$ cat src/rtl/i2c_target_regs.sv
// rtl/i2c_target_regs.sv - I2C target with 8-bit register pointer and write strobes
// Read path (RDATA/RDATA_ACK) is built only when I2C_TARGET_READ_EN is defined.
module i2c_target_regs #(
   parameter logic [6:0] ADDR        = 7'h10,
   parameter int         N_REGS      = 32,
   parameter int         SYNC_STAGES = 2
) (
   input  logic       clk,
   input  logic       rst,
   input  logic       scl_in,
   input  logic       sda_in,
   output logic       sda_out,
   output logic       reg_wr_valid,
   output logic [7:0] reg_wr_addr,
   output logic [7:0] reg_wr_data,
   output logic [7:0] reg_rd_addr,
   input  logic [7:0] reg_rd_data,
   output logic       busy
);

   typedef enum logic [3:0] {
      ST_IDLE, ST_ADDR, ST_ADDR_ACK, ST_PTR, ST_PTR_ACK,
      ST_WDATA, ST_WDATA_ACK, ST_RDATA, ST_RDATA_ACK, ST_IGNORE
   } state_t;

   state_t                 state;
   logic [SYNC_STAGES-1:0] scl_ff, sda_ff;
   logic                   scl_q, sda_q;
   logic                   scl_s, sda_s;
   logic                   scl_rise, scl_fall, start_det, stop_det;
   logic [7:0]             sh, ptr, next_ptr, byte_in;
   logic [3:0]             cnt;
   logic                   addr_match, ptr_ok;

`ifdef I2C_TARGET_READ_EN
   logic rw, mack;
`else
   logic rd_unused;
   assign rd_unused = ^reg_rd_data;
`endif

   assign scl_s = scl_ff[SYNC_STAGES-1];
   assign sda_s = sda_ff[SYNC_STAGES-1];

   // START/STOP need SCL high on both sides of the SDA change, so a
   // simultaneous SCL/SDA change is treated as ordinary data movement.
   assign scl_rise  = scl_s & ~scl_q;
   assign scl_fall  = ~scl_s & scl_q;
   assign start_det = scl_s & scl_q & sda_q & ~sda_s;
   assign stop_det  = scl_s & scl_q & ~sda_q & sda_s;

   assign byte_in     = {sh[6:0], sda_s};
   assign addr_match  = (sh[7:1] == ADDR);
   assign ptr_ok      = ({1'b0, sh} < 9'(N_REGS));
   assign next_ptr    = ({1'b0, ptr} == 9'(N_REGS - 1)) ? 8'd0 : ptr + 8'd1;
   assign reg_rd_addr = ptr;

   always_ff @(posedge clk) begin
      if (rst) begin
         scl_ff       <= '1;
         sda_ff       <= '1;
         scl_q        <= 1'b1;
         sda_q        <= 1'b1;
         state        <= ST_IDLE;
         sda_out      <= 1'b1;
         reg_wr_valid <= 1'b0;
         reg_wr_addr  <= 8'd0;
         reg_wr_data  <= 8'd0;
         busy         <= 1'b0;
         ptr          <= 8'd0;
         sh           <= 8'd0;
         cnt          <= 4'd0;
`ifdef I2C_TARGET_READ_EN
         rw           <= 1'b0;
         mack         <= 1'b0;
`endif
      end else begin
         scl_ff       <= {scl_ff[SYNC_STAGES-2:0], scl_in};
         sda_ff       <= {sda_ff[SYNC_STAGES-2:0], sda_in};
         scl_q        <= scl_s;
         sda_q        <= sda_s;
         reg_wr_valid <= 1'b0;
         if (start_det) begin
            state   <= ST_ADDR;
            cnt     <= 4'd0;
            sda_out <= 1'b1;
            busy    <= 1'b1;
         end else if (stop_det) begin
            state   <= ST_IDLE;
            sda_out <= 1'b1;
            busy    <= 1'b0;
         end else begin
            case (state)
               ST_ADDR, ST_PTR, ST_WDATA: begin
                  if (scl_rise && cnt != 4'd8) begin
                     sh  <= byte_in;
                     cnt <= cnt + 4'd1;
                     if (state == ST_WDATA && cnt == 4'd7) begin
                        reg_wr_valid <= 1'b1;
                        reg_wr_addr  <= ptr;
                        reg_wr_data  <= byte_in;
                     end
                  end else if (scl_fall && cnt == 4'd8) begin
                     cnt <= 4'd0;
                     if (state == ST_ADDR) begin
`ifdef I2C_TARGET_READ_EN
                        rw <= sh[0];
                        if (addr_match) begin
`else
                        if (addr_match && !sh[0]) begin
`endif
                           sda_out <= 1'b0;
                           state   <= ST_ADDR_ACK;
                        end else begin
                           state <= ST_IGNORE;
                        end
                     end else if (state == ST_PTR) begin
                        if (ptr_ok) begin
                           ptr     <= sh;
                           sda_out <= 1'b0;
                           state   <= ST_PTR_ACK;
                        end else begin
                           state <= ST_IGNORE;
                        end
                     end else begin
                        ptr     <= next_ptr;
                        sda_out <= 1'b0;
                        state   <= ST_WDATA_ACK;
                     end
                  end
               end
               ST_ADDR_ACK: if (scl_fall) begin
                  cnt <= 4'd0;
`ifdef I2C_TARGET_READ_EN
                  if (rw) begin
                     sh      <= reg_rd_data;
                     sda_out <= reg_rd_data[7];
                     state   <= ST_RDATA;
                  end else begin
                     sda_out <= 1'b1;
                     state   <= ST_PTR;
                  end
`else
                  sda_out <= 1'b1;
                  state   <= ST_PTR;
`endif
               end
               ST_PTR_ACK, ST_WDATA_ACK: if (scl_fall) begin
                  cnt     <= 4'd0;
                  sda_out <= 1'b1;
                  state   <= ST_WDATA;
               end
`ifdef I2C_TARGET_READ_EN
               ST_RDATA: begin
                  if (scl_rise && cnt != 4'd8) begin
                     cnt <= cnt + 4'd1;
                  end else if (scl_fall) begin
                     if (cnt == 4'd8) begin
                        sda_out <= 1'b1;
                        ptr     <= next_ptr;
                        state   <= ST_RDATA_ACK;
                     end else begin
                        sda_out <= sh[6];
                        sh      <= {sh[6:0], 1'b0};
                     end
                  end
               end
               ST_RDATA_ACK: begin
                  if (scl_rise) begin
                     mack <= ~sda_s;
                  end else if (scl_fall) begin
                     cnt <= 4'd0;
                     if (mack) begin
                        sh      <= reg_rd_data;
                        sda_out <= reg_rd_data[7];
                        state   <= ST_RDATA;
                     end else begin
                        state <= ST_IGNORE;
                     end
                  end
               end
`endif
               default: ;
            endcase
         end
      end
   end

endmodule

$ cat config.mk
export PLATFORM = sky130hd
export DESIGN_NAME = i2c_target_regs
export DESIGN_NICKNAME = d
export VERILOG_FILES = /design/src/rtl/i2c_target_regs.sv
export SDC_FILE = /design/constraint.sdc
export NUM_CORES = 1
export LEC_CHECK = 0
export ABC_AREA = 1
export BUFFER_PORTS_ARGS = -buffer_cell sky130_fd_sc_hd__buf_2
export CAP_MARGIN = 40
export CORE_MARGIN = 2
export CORE_UTILIZATION = 59
export DETAILED_ROUTE_END_ITERATION = 6
export PLACE_DENSITY = 0.83
export SYNTH_ARGS = -nofsm -noshare
export SYNTH_HDL_FRONTEND = slang
export SYNTH_SLANG_ARGS = --single-unit
export TNS_END_PERCENT = 1
$ cat constraint.sdc
create_clock -name clk -period 3.9 [get_ports clk]
set_clock_uncertainty 0.05 [all_clocks]
set_input_delay 0.39 -clock clk [delete_from_list [all_inputs] [get_ports clk]]
set_output_delay 0.39 -clock clk [all_outputs]
set_load 0.01 [all_outputs]
==> summary.txt, run 1 <==
status: complete, no violations
share of flip-flops with an asynchronous set or reset: 0
minimum clock period: 2.10 ns
Final Max Slew Viols: 0
syn_nets: 309
Initial Util: 0.612
Setup TNS: 0 ns
TritonCTS clock tree: yes
main combinational cell family by area after synthesis: simple AND/OR/NAND/NOR gates
TritonCTS buffer count: 5
Resize count post-CTS: 0
YS warnings: 0
mapped cell area: 2240 µm²
Avg Cell Area, Syn: 7.62 µm²
Layout Nets: 338
Total GRT Usage: 0.225
Unique masters post-synth: 34
Via density: 5.19
Die Area: 4300 µm²
Reg2Reg Depth: 5
hold buffer count at cts: 0
Remaining Overflow, GRT: 0
Final Hold Fails: 0
Pwr Density: 379 nW/µm²
share of Yosys cell area claimed by the top area cell type: 0.438
mux contribution to synthesized area: 0
Detailed Route Iter0 Violations: 138
Worst Hold Depth: 2
crit-path max FO: 12
Worst-Skew Late Latency: 0.30 ns
first-pass GRT wire length: 7560 µm
largest net degree at the start of global routing: 28
Yosys reg bits: 49
post-detailed-route DRC marker count: 0
Leakage Power: 1.13 nW
H-tree depth: 2
initial antenna violation count: 0
post-synth top area cell: dfxtp_1
layout cells sized above 1: 0.213
post-route insts no fill: 372
clk sink count: 49
worst slew pin tran: 0.860 ns
post-DP HPWL: 3200 µm
area delta synth->final: 11.8%
DP Cell Count: 364
RSZ-0062 raised after global routing: no
peak supply drop: 0.259 mV
Die W: 65.6 µm
arrival time at the worst endpoint: 2.28 ns
root buffer cell: clkbuf_8
Clk pin slew, worst setup/hold paths: 0.08 ns
Synth Area in Adders: 0.0168
Antenna Cells: 0
vias post-DR: 1932
crit share post-route: 0.539
fmax: 0.476 GHz
ANT nets after route: 0
number of global-route vias before repair: 1733
first-pass iteration count of the detailed router: 4
Primary FF master, synth: dfxtp_1
Setup CP Type: register to register
Site Rows: 22
GP Congestion: 0.865
Max Root-Sink Buffers: 2
Crit. End Element: register
Post-Synthesis Cells: 294
Slew HR: 0.422
Routed wire per std cell: 11.8 µm
# Post-CTS Setup Buffers: 0
Worst Setup Start Kind: register
XOR/XNOR Fraction of Synth Area: 0.00782
max-cap violations: 0
simple-gate share of the synthesized area: 0.286
final setup fails: 0
number of top-level pins: 39
class of the worst hold path: primary input to register
sequential cell area fraction in the yosys report: 0.438
Synth Area in Compound Gates: 0.164
number of synthesized flops with an enable pin: 0
Die Y: 65.6 µm
Routed WL: 4380 µm
area of the core: 3660 µm²
input/output buffers: 30
required time of the critical path: 4.08 ns
Synth area leaders: dfxtp_1, nand2_1, nand3_1
path summary, 6_finish.rpt:
kind | start | to | slack [ns]
hold / removal | sda_in | sda_ff[0]$_SDFF_PP1_ | 0.22
setup / recovery | cnt[0]$_SDFFE_PP0P_ | reg_wr_data[6]$_SDFFE_PP0P_ | 1.80
hold reg to reg | scl_ff[0]$_SDFF_PP1_ | scl_ff[1]$_SDFF_PP1_ | 0.36
setup reg to reg | cnt[0]$_SDFFE_PP0P_ | reg_wr_data[6]$_SDFFE_PP0P_ | 1.80
cells in the mapped netlist (3+ instances only):
cell type,count
o21ai_1,7
inv_2,3
inv_1,30
or2_2,4
ha_1,3
a21oi_2,3
nand3_1,32
a21oi_1,23
nand2_4,3
dfxtp_1,49
nand2_2,6
nand2_1,49
o21ai_2,7
nor2_1,28
nor3_1,3
o21ai_0,19
buf_6,3
per-layer routing:
layer  GRT usage  vias up  wire, µm  part of all wire
met1       0.297      875      2120              0.48
met4      0.0755        0        58             0.013
li1            -     1024         -                 -
met3      0.0514        6       137             0.031
met5           0        -         0                 0
met2       0.365       27      2060              0.47
sequential cells by signal, summed over array words and instances, names as in the netlist:
signal        cells
scl_ff            2
sda_out           1
reg_wr_valid      1
cnt               4
reg_rd_addr       8
sda_q             1
sh                8
sda_ff            2
reg_wr_addr       8
reg_wr_data       8
state             4
scl_q             1
busy              1
where the power goes:
part | leakage (nW) | internal [W] | switching [W]
clock | 0.0585 | 0.000209 | 0.000160
combinational | 0.676 | 0.0000192 | 0.0000445
sequential | 0.396 | 0.000508 | 0.00000624
total | 1.13 | 0.000737 | 0.000211
final cells by class:
class,count,area [µm²]
clock buffer,7,86.3
clock inverter,1,30.0
fill,327,1160
inverter,35,134
multi-input combinational,202,1060
sequential,49,981
tap,48,60.1
timing repair buffer,30,150
kinds of logic (layout without fill, tap and decap cells):
kind of cell | after synthesis | in the layout
adder cells (fa/ha/maj) | 3 | 3
XOR/XNOR | 2 | 2
AO/OA/AOI/OAI | 64 | 64
AND/OR/NAND/NOR | 133 | 133
buffers and inverters | 43 | 73
flip-flops | 49 | 49
stage by stage:
step,total power (W),instance area (µm²),hold WS (ns),utilization,setup slack [ns]
2_1_floorplan,0.000576,2240,0.339,-,2.38
4_1_cts,0.000954,2500,0.212,0.684,1.79
6_report,0.000948,2500,0.217,0.684,1.80
5_1_grt,0.000984,2500,0.219,0.684,1.63
3_5_place_dp,0.000590,2390,0.345,0.652,1.80
3_3_place_gp,0.000588,2390,0.341,0.652,1.84
worst max-delay path, cell delays in order (launching register included):
cell	delay, ns
dfxtp_1	0.38
ha_1	0.20
nand2_2	0.08
nor4_4	0.77
nand3_2	0.31
o21ai_1	0.23
cells in the final DEF, fill, tap and decap left out, types with 4 or more instances in the layout:
cell and n:
inv_1 30, nand2_2 6, buf_2 30, o21ai_0 19
a21oi_1 23, nand2_1 49, nand3_1 32, o21ai_1 7
o21ai_2 7, clkbuf_8 6, or2_2 4, nor2_1 28
dfxtp_1 49
No activity file was read; power rests on OpenSTA's default activity.
==> inputs of run 2 (changes only) <==
Settings changed: CORE_UTILIZATION 59 to 50, PLACE_DENSITY 0.83 to 0.75.
Clock period 3.9 ns to 1.85 ns, I/O delays scaled along.
==> summary.txt, run 2 (synthesis gave the netlist of run 1 again) <==
Gate power share: 0.076 (was 0.067)
clk sink count: 49 (unchanged)
Setup TNS: 0 ns (unchanged)
largest net degree at the start of global routing: 27 (was 28)
Setup CP Type: register to register (unchanged)
max-cap violations: 0 (unchanged)
Antenna Cells: 0 (unchanged)
hold buffer count at cts: 0 (unchanged)
Max Root-Sink Buffers: 2 (unchanged)
Pwr Density: 713 nW/µm² (was 379 nW/µm²)
WHS Endpoint: sda_ff[0]$_SDFF_PP1_ (unchanged)
Detailed Route Iter0 Violations: 131 (was 138)
first-pass GRT wire length: 7550 µm (was 7560 µm)
Site Rows: 24 (was 22)
Die W: 70.9 µm (was 65.6 µm)
Int Power: 0.00138 W (was 0.000737 W)
Total GRT Usage: 0.182 (was 0.225)
area delta synth->final: 15.1% (was 11.8%)
Psw: 0.000456 W (was 0.000211 W)
TritonCTS buffer count: 5 (unchanged)
Worst Hold Depth: 2 (unchanged)
R2R Path Start: state[0]$_SDFFE_PP0P_ (was cnt[0]$_SDFFE_PP0P_)
status: complete, no violations (unchanged)
fmax: 0.597 GHz (was 0.476 GHz)
class of the worst hold path: primary input to register (unchanged)
required time of the critical path: 2.02 ns (was 4.08 ns)
Worst Setup Start Kind: register (unchanged)
TritonCTS clock tree: yes (unchanged)
Leakage Power: 1.18 nW (was 1.13 nW)
RSZ-0062 raised after global routing: no (unchanged)
H-tree depth: 2 (unchanged)
initial antenna violation count: 0 (unchanged)
Die Y: 70.9 µm (was 65.6 µm)
FF-to-FF setup slack: 0.17 ns (was 1.80 ns)
post-detailed-route DRC marker count: 0 (unchanged)
crit share post-route: 0.906 (was 0.539)
final setup fails: 0 (unchanged)
arrival time at the worst endpoint: 1.85 ns (was 2.28 ns)
Final Max Slew Viols: 0 (unchanged)
Hold Path Origin: sda_in (unchanged)
root buffer cell: clkbuf_8 (unchanged)
DP Cell Count: 379 (was 364)
ANT nets after route: 0 (unchanged)
Remaining Overflow, GRT: 0 (unchanged)
sequential group share of total power: 0.590 (was 0.543)
GP Congestion: 0.834 (was 0.865)
# Post-CTS Setup Buffers: 0 (unchanged)
Clk pin slew, worst setup/hold paths: 0.09 ns (was 0.08 ns)
Die Area: 5030 µm² (was 4300 µm²)
area of the core: 4320 µm² (was 3660 µm²)
RR Endpoint: reg_wr_addr[3]$_SDFFE_PP0P_ (was reg_wr_data[6]$_SDFFE_PP0P_)
Slew HR: 0.662 (was 0.422)
Routed WL: 4520 µm (was 4380 µm)
Reg2Reg Depth: 5 (unchanged)
crit-path max FO: 8 (was 12)
Critical path origin: state[0]$_SDFFE_PP0P_ (was cnt[0]$_SDFFE_PP0P_)
Final Hold Fails: 0 (unchanged)
input/output buffers: 30 (unchanged)
vias post-DR: 1987 (was 1932)
commonest non-fill, non-tap cells in the layout: nand2_1, dfxtp_1, nand3_1 (unchanged)
Sw Ratio: 0.248 (was 0.223)
post-DP HPWL: 3270 µm (was 3200 µm)
Via density: 5.11 (was 5.19)
worst slew pin tran: 0.502 ns (was 0.860 ns)
Worst-Skew Late Latency: 0.30 ns (about the same)
Layout Nets: 351 (was 338)
Crit. End Element: register (unchanged)
minimum clock period: 1.68 ns (was 2.10 ns)
clock power share: 0.334 (was 0.390)
Routed wire per std cell: 11.6 µm (was 11.8 µm)
final core utilization: 0.596 (was 0.684)
Initial Util: 0.518 (was 0.612)
post-route insts no fill: 389 (was 372)
layout cells sized above 1: 0.243 (was 0.213)
first-pass iteration count of the detailed router: 4 (unchanged)
number of global-route vias before repair: 1686 (was 1733)
Resize count post-CTS: 0 (unchanged)
number of top-level pins: 39 (unchanged)
peak supply drop: 0.364 mV (was 0.259 mV)
[run 2: area by class of cell]
class	instances	area [µm²]
fill	426	1750
multi-input combinational	202	1060
sequential	49	981
timing repair buffer	43	248
inverter	35	134
clock buffer	6	72.6
tap	52	65.1
clock inverter	2	15.0
[run 2: worst max path at each step]
stage	slack [ns]	endpoint	depth (start not counted)
after floorplan	0.33	reg_rd_addr[0]$_SDFFE_PP0P_	8
after global placement	0.11	reg_wr_addr[4]$_SDFFE_PP0P_	6
after detailed placement	0.11	reg_wr_addr[3]$_SDFFE_PP0P_	6
after CTS	0.04	reg_wr_addr[3]$_SDFFE_PP0P_	6
after global routing	0.0007	reg_wr_data[5]$_SDFFE_PP0P_	5
final	0.17	reg_wr_addr[3]$_SDFFE_PP0P_	5
[run 2: through the flow]
stage	hold WS (ns)	area (µm²)	setup slack [ns]	power [W]
final	0.0140	2580	0.175	0.00184
after global routing	0.00891	2580	0.000741	0.00192
after CTS	0.00833	2560	0.0373	0.00185
after detailed placement	0.323	2470	0.108	0.00125
after global placement	0.318	2470	0.114	0.00124
after floorplan	0.197	2240	0.330	0.00121
[run 2: critical path, cell delays in order (launching register included)]
cell and delay, ns:
dfxtp_1 0.45, nand2_1 0.12, nor4_4 0.51, buf_4 0.24
nand3_1 0.07, a21oi_1 0.16
[run 2: power groups by stage]
stage	sequential [W]	combinational, W	clock (W)
6_report	0.00108	0.000140	0.000614
5_1_grt	0.00109	0.000158	0.000670
3_3_place_gp	0.00111	0.000136	0
4_1_cts	0.00108	0.000138	0.000629
3_5_place_dp	0.00111	0.000138	0
2_1_floorplan	0.00111	0.000107	0
[run 2: layer usage]
metal  GRT usage  routed length, µm  vias up
met5           0                  0        -
met4      0.0461                 21        0
met3      0.0399                142        2
met2       0.295               2180       31
met1       0.249               2190      909
li1            -                  -     1045
==> inputs of run 3 (changes only) <==
==> constraint.sdc (replaced) <==
create_clock -name clk -period 1.85 [get_ports clk]
set_clock_uncertainty 0.05 [all_clocks]
set_input_delay 0.0925 -clock clk [delete_from_list [all_inputs] [get_ports clk]]
set_output_delay 0.0925 -clock clk [all_outputs]
set_load 0.01 [all_outputs]
==> summary.txt, run 3 (synthesis gave the netlist of run 1 again) <==
status: complete, no violations (unchanged)
Final Max Slew Viols: 0 (unchanged)
largest net degree at the start of global routing: 27 (unchanged)
Final Hold Fails: 0 (unchanged)
footprint of the multi-input gates: 1060 µm² (unchanged)
input/output buffers: 30 (unchanged)
Pwr Density: 698 nW/µm² (was 713 nW/µm²)
Antenna Cells: 0 (unchanged)
Final Cell Area: 2580 µm² (about the same)
DP Cell Count: 378 (was 379)
Routed wire per std cell: 11.7 µm (was 11.6 µm)
Clk pin slew, worst setup/hold paths: 0.08 ns (was 0.09 ns)
Detailed Route Iter0 Violations: 108 (was 131)
H-tree depth: 2 (unchanged)
fmax: 0.597 GHz (about the same)
Initial Util: 0.518 (unchanged)
layout cells sized above 1: 0.238 (was 0.243)
slowest stage delay, CP: 0.50 ns (was 0.51 ns)
Die W: 70.9 µm (unchanged)
Site Rows: 24 (unchanged)
Fillers: 431 (was 426)
ANT nets after route: 0 (unchanged)
post-detailed-route DRC marker count: 0 (unchanged)
area delta synth->final: 15.0% (was 15.1%)
class of the worst hold path: primary input to register (unchanged)
GP Congestion: 0.877 (was 0.834)
max-cap violations: 0 (unchanged)
Crit. End Element: register (unchanged)
minimum clock period: 1.68 ns (about the same)
vias post-DR: 2014 (was 1987)
Worst Hold Depth: 2 (unchanged)
slowest stage cell on the critical path: nor4_4 (unchanged)
Layout Nets: 352 (was 351)
peak supply drop: 0.424 mV (was 0.364 mV)
Total GRT Usage: 0.193 (was 0.182)
Die Y: 70.9 µm (unchanged)
number of top-level pins: 39 (unchanged)
register area: 981 µm² (unchanged)
required time of the critical path: 2.02 ns (about the same)
Leakage Power: 1.19 nW (was 1.18 nW)
Resize count post-CTS: 0 (unchanged)
Routed WL: 4560 µm (was 4520 µm)
final worst slack: 0.174 ns (was 0.175 ns)
number of global-route vias before repair: 1805 (was 1686)
final setup fails: 0 (unchanged)
TritonCTS buffer count: 5 (unchanged)
first-pass GRT wire length: 7930 µm (was 7550 µm)
dpl cell area: 2470 µm² (about the same)
CP delay by family, top: simple AND/OR/NAND/NOR gates (unchanged)
first-pass iteration count of the detailed router: 4 (unchanged)
Reg2Reg Depth: 5 (unchanged)
Remaining Overflow, GRT: 0 (unchanged)
crit share post-route: 0.906 (about the same)
arrival time at the worst endpoint: 1.85 ns (about the same)
Max Root-Sink Buffers: 2 (unchanged)
initial antenna violation count: 0 (unchanged)
Setup TNS: 0 ns (unchanged)
TritonCTS clock tree: yes (unchanged)
root buffer cell: clkbuf_8 (unchanged)
Slew HR: 0.663 (was 0.662)
Die Area: 5030 µm² (unchanged)
area of the core: 4320 µm² (unchanged)
worst slew pin tran: 0.501 ns (was 0.502 ns)
commonest non-fill, non-tap cells in the layout: nand2_1, dfxtp_1, nand3_1 (unchanged)
crit-path max FO: 8 (unchanged)
Via density: 5.19 (was 5.11)
Worst-Skew Late Latency: 0.29 ns (was 0.30 ns)
Worst Path Buf+Inv: 1 (unchanged)
FF-to-FF setup slack: 0.17 ns (about the same)
clk sink count: 49 (unchanged)
RSZ-0062 raised after global routing: yes (was no)
post-route insts no fill: 388 (was 389)
post-DP HPWL: 3290 µm (was 3270 µm)
Setup CP Type: register to register (unchanged)
Setup Slack @ Placement: 0.0994 ns (was 0.108 ns)
Hold Slack: 0.101 ns (was 0.0140 ns)
CP Cell Sequence: nand2_1 -> nor4_4 -> buf_4 -> nand3_1 -> a21oi_1 (unchanged)
Worst path depth: 5 (unchanged)
Worst Setup Start Kind: register (unchanged)
run 3: metal layers:
metal,vias to the layer above,wire (µm),track usage,part of all wire
li1,1046,-,-,-
met1,938,2120,0.249,0.47
met2,26,2270,0.329,0.50
met3,4,125,0.0385,0.027
met4,0,44,0.0566,0.0097
met5,-,0,0,0
run 3: layout make-up:
type,count,area share
clock buffers,5,0.0267
clock inverters,1,0.00194
inverters,35,0.0520
multi-input cells,202,0.412
flip-flops and latches,49,0.381
well taps,52,0.0253
repair buffers,44,0.101
run 3: path summary, 6_finish.rpt:
| path | start | to |
|---|---|---|
| max | state[0]$_SDFFE_PP0P_ | reg_wr_addr[3]$_SDFFE_PP0P_ |
| min | rst | state[0]$_SDFFE_PP0P_ |
| max reg2reg | state[0]$_SDFFE_PP0P_ | reg_wr_addr[3]$_SDFFE_PP0P_ |
| min reg2reg | sda_ff[0]$_SDFF_PP1_ | sda_ff[1]$_SDFF_PP1_ |
run 3: repair_timing:
item,CTS,global route
endpoints found under the setup margin,0,27
hold endpoints to repair,2,0
hold buffers,2,0
buffers inserted,0,2
run 3: metrics by stage:
step                total power [W]   util
floorplan                   0.00121      -
global placement            0.00124  0.571
detailed placement          0.00125  0.571
CTS                         0.00182  0.592
global route                0.00188  0.596
finish                      0.00180  0.596
run 3: report_power, final:
group	internal [W]	switching, W	leakage, nW
logic	0.0000465	0.0000971	0.750
clock network	0.000249	0.000321	0.0399
registers	0.00107	0.0000124	0.396
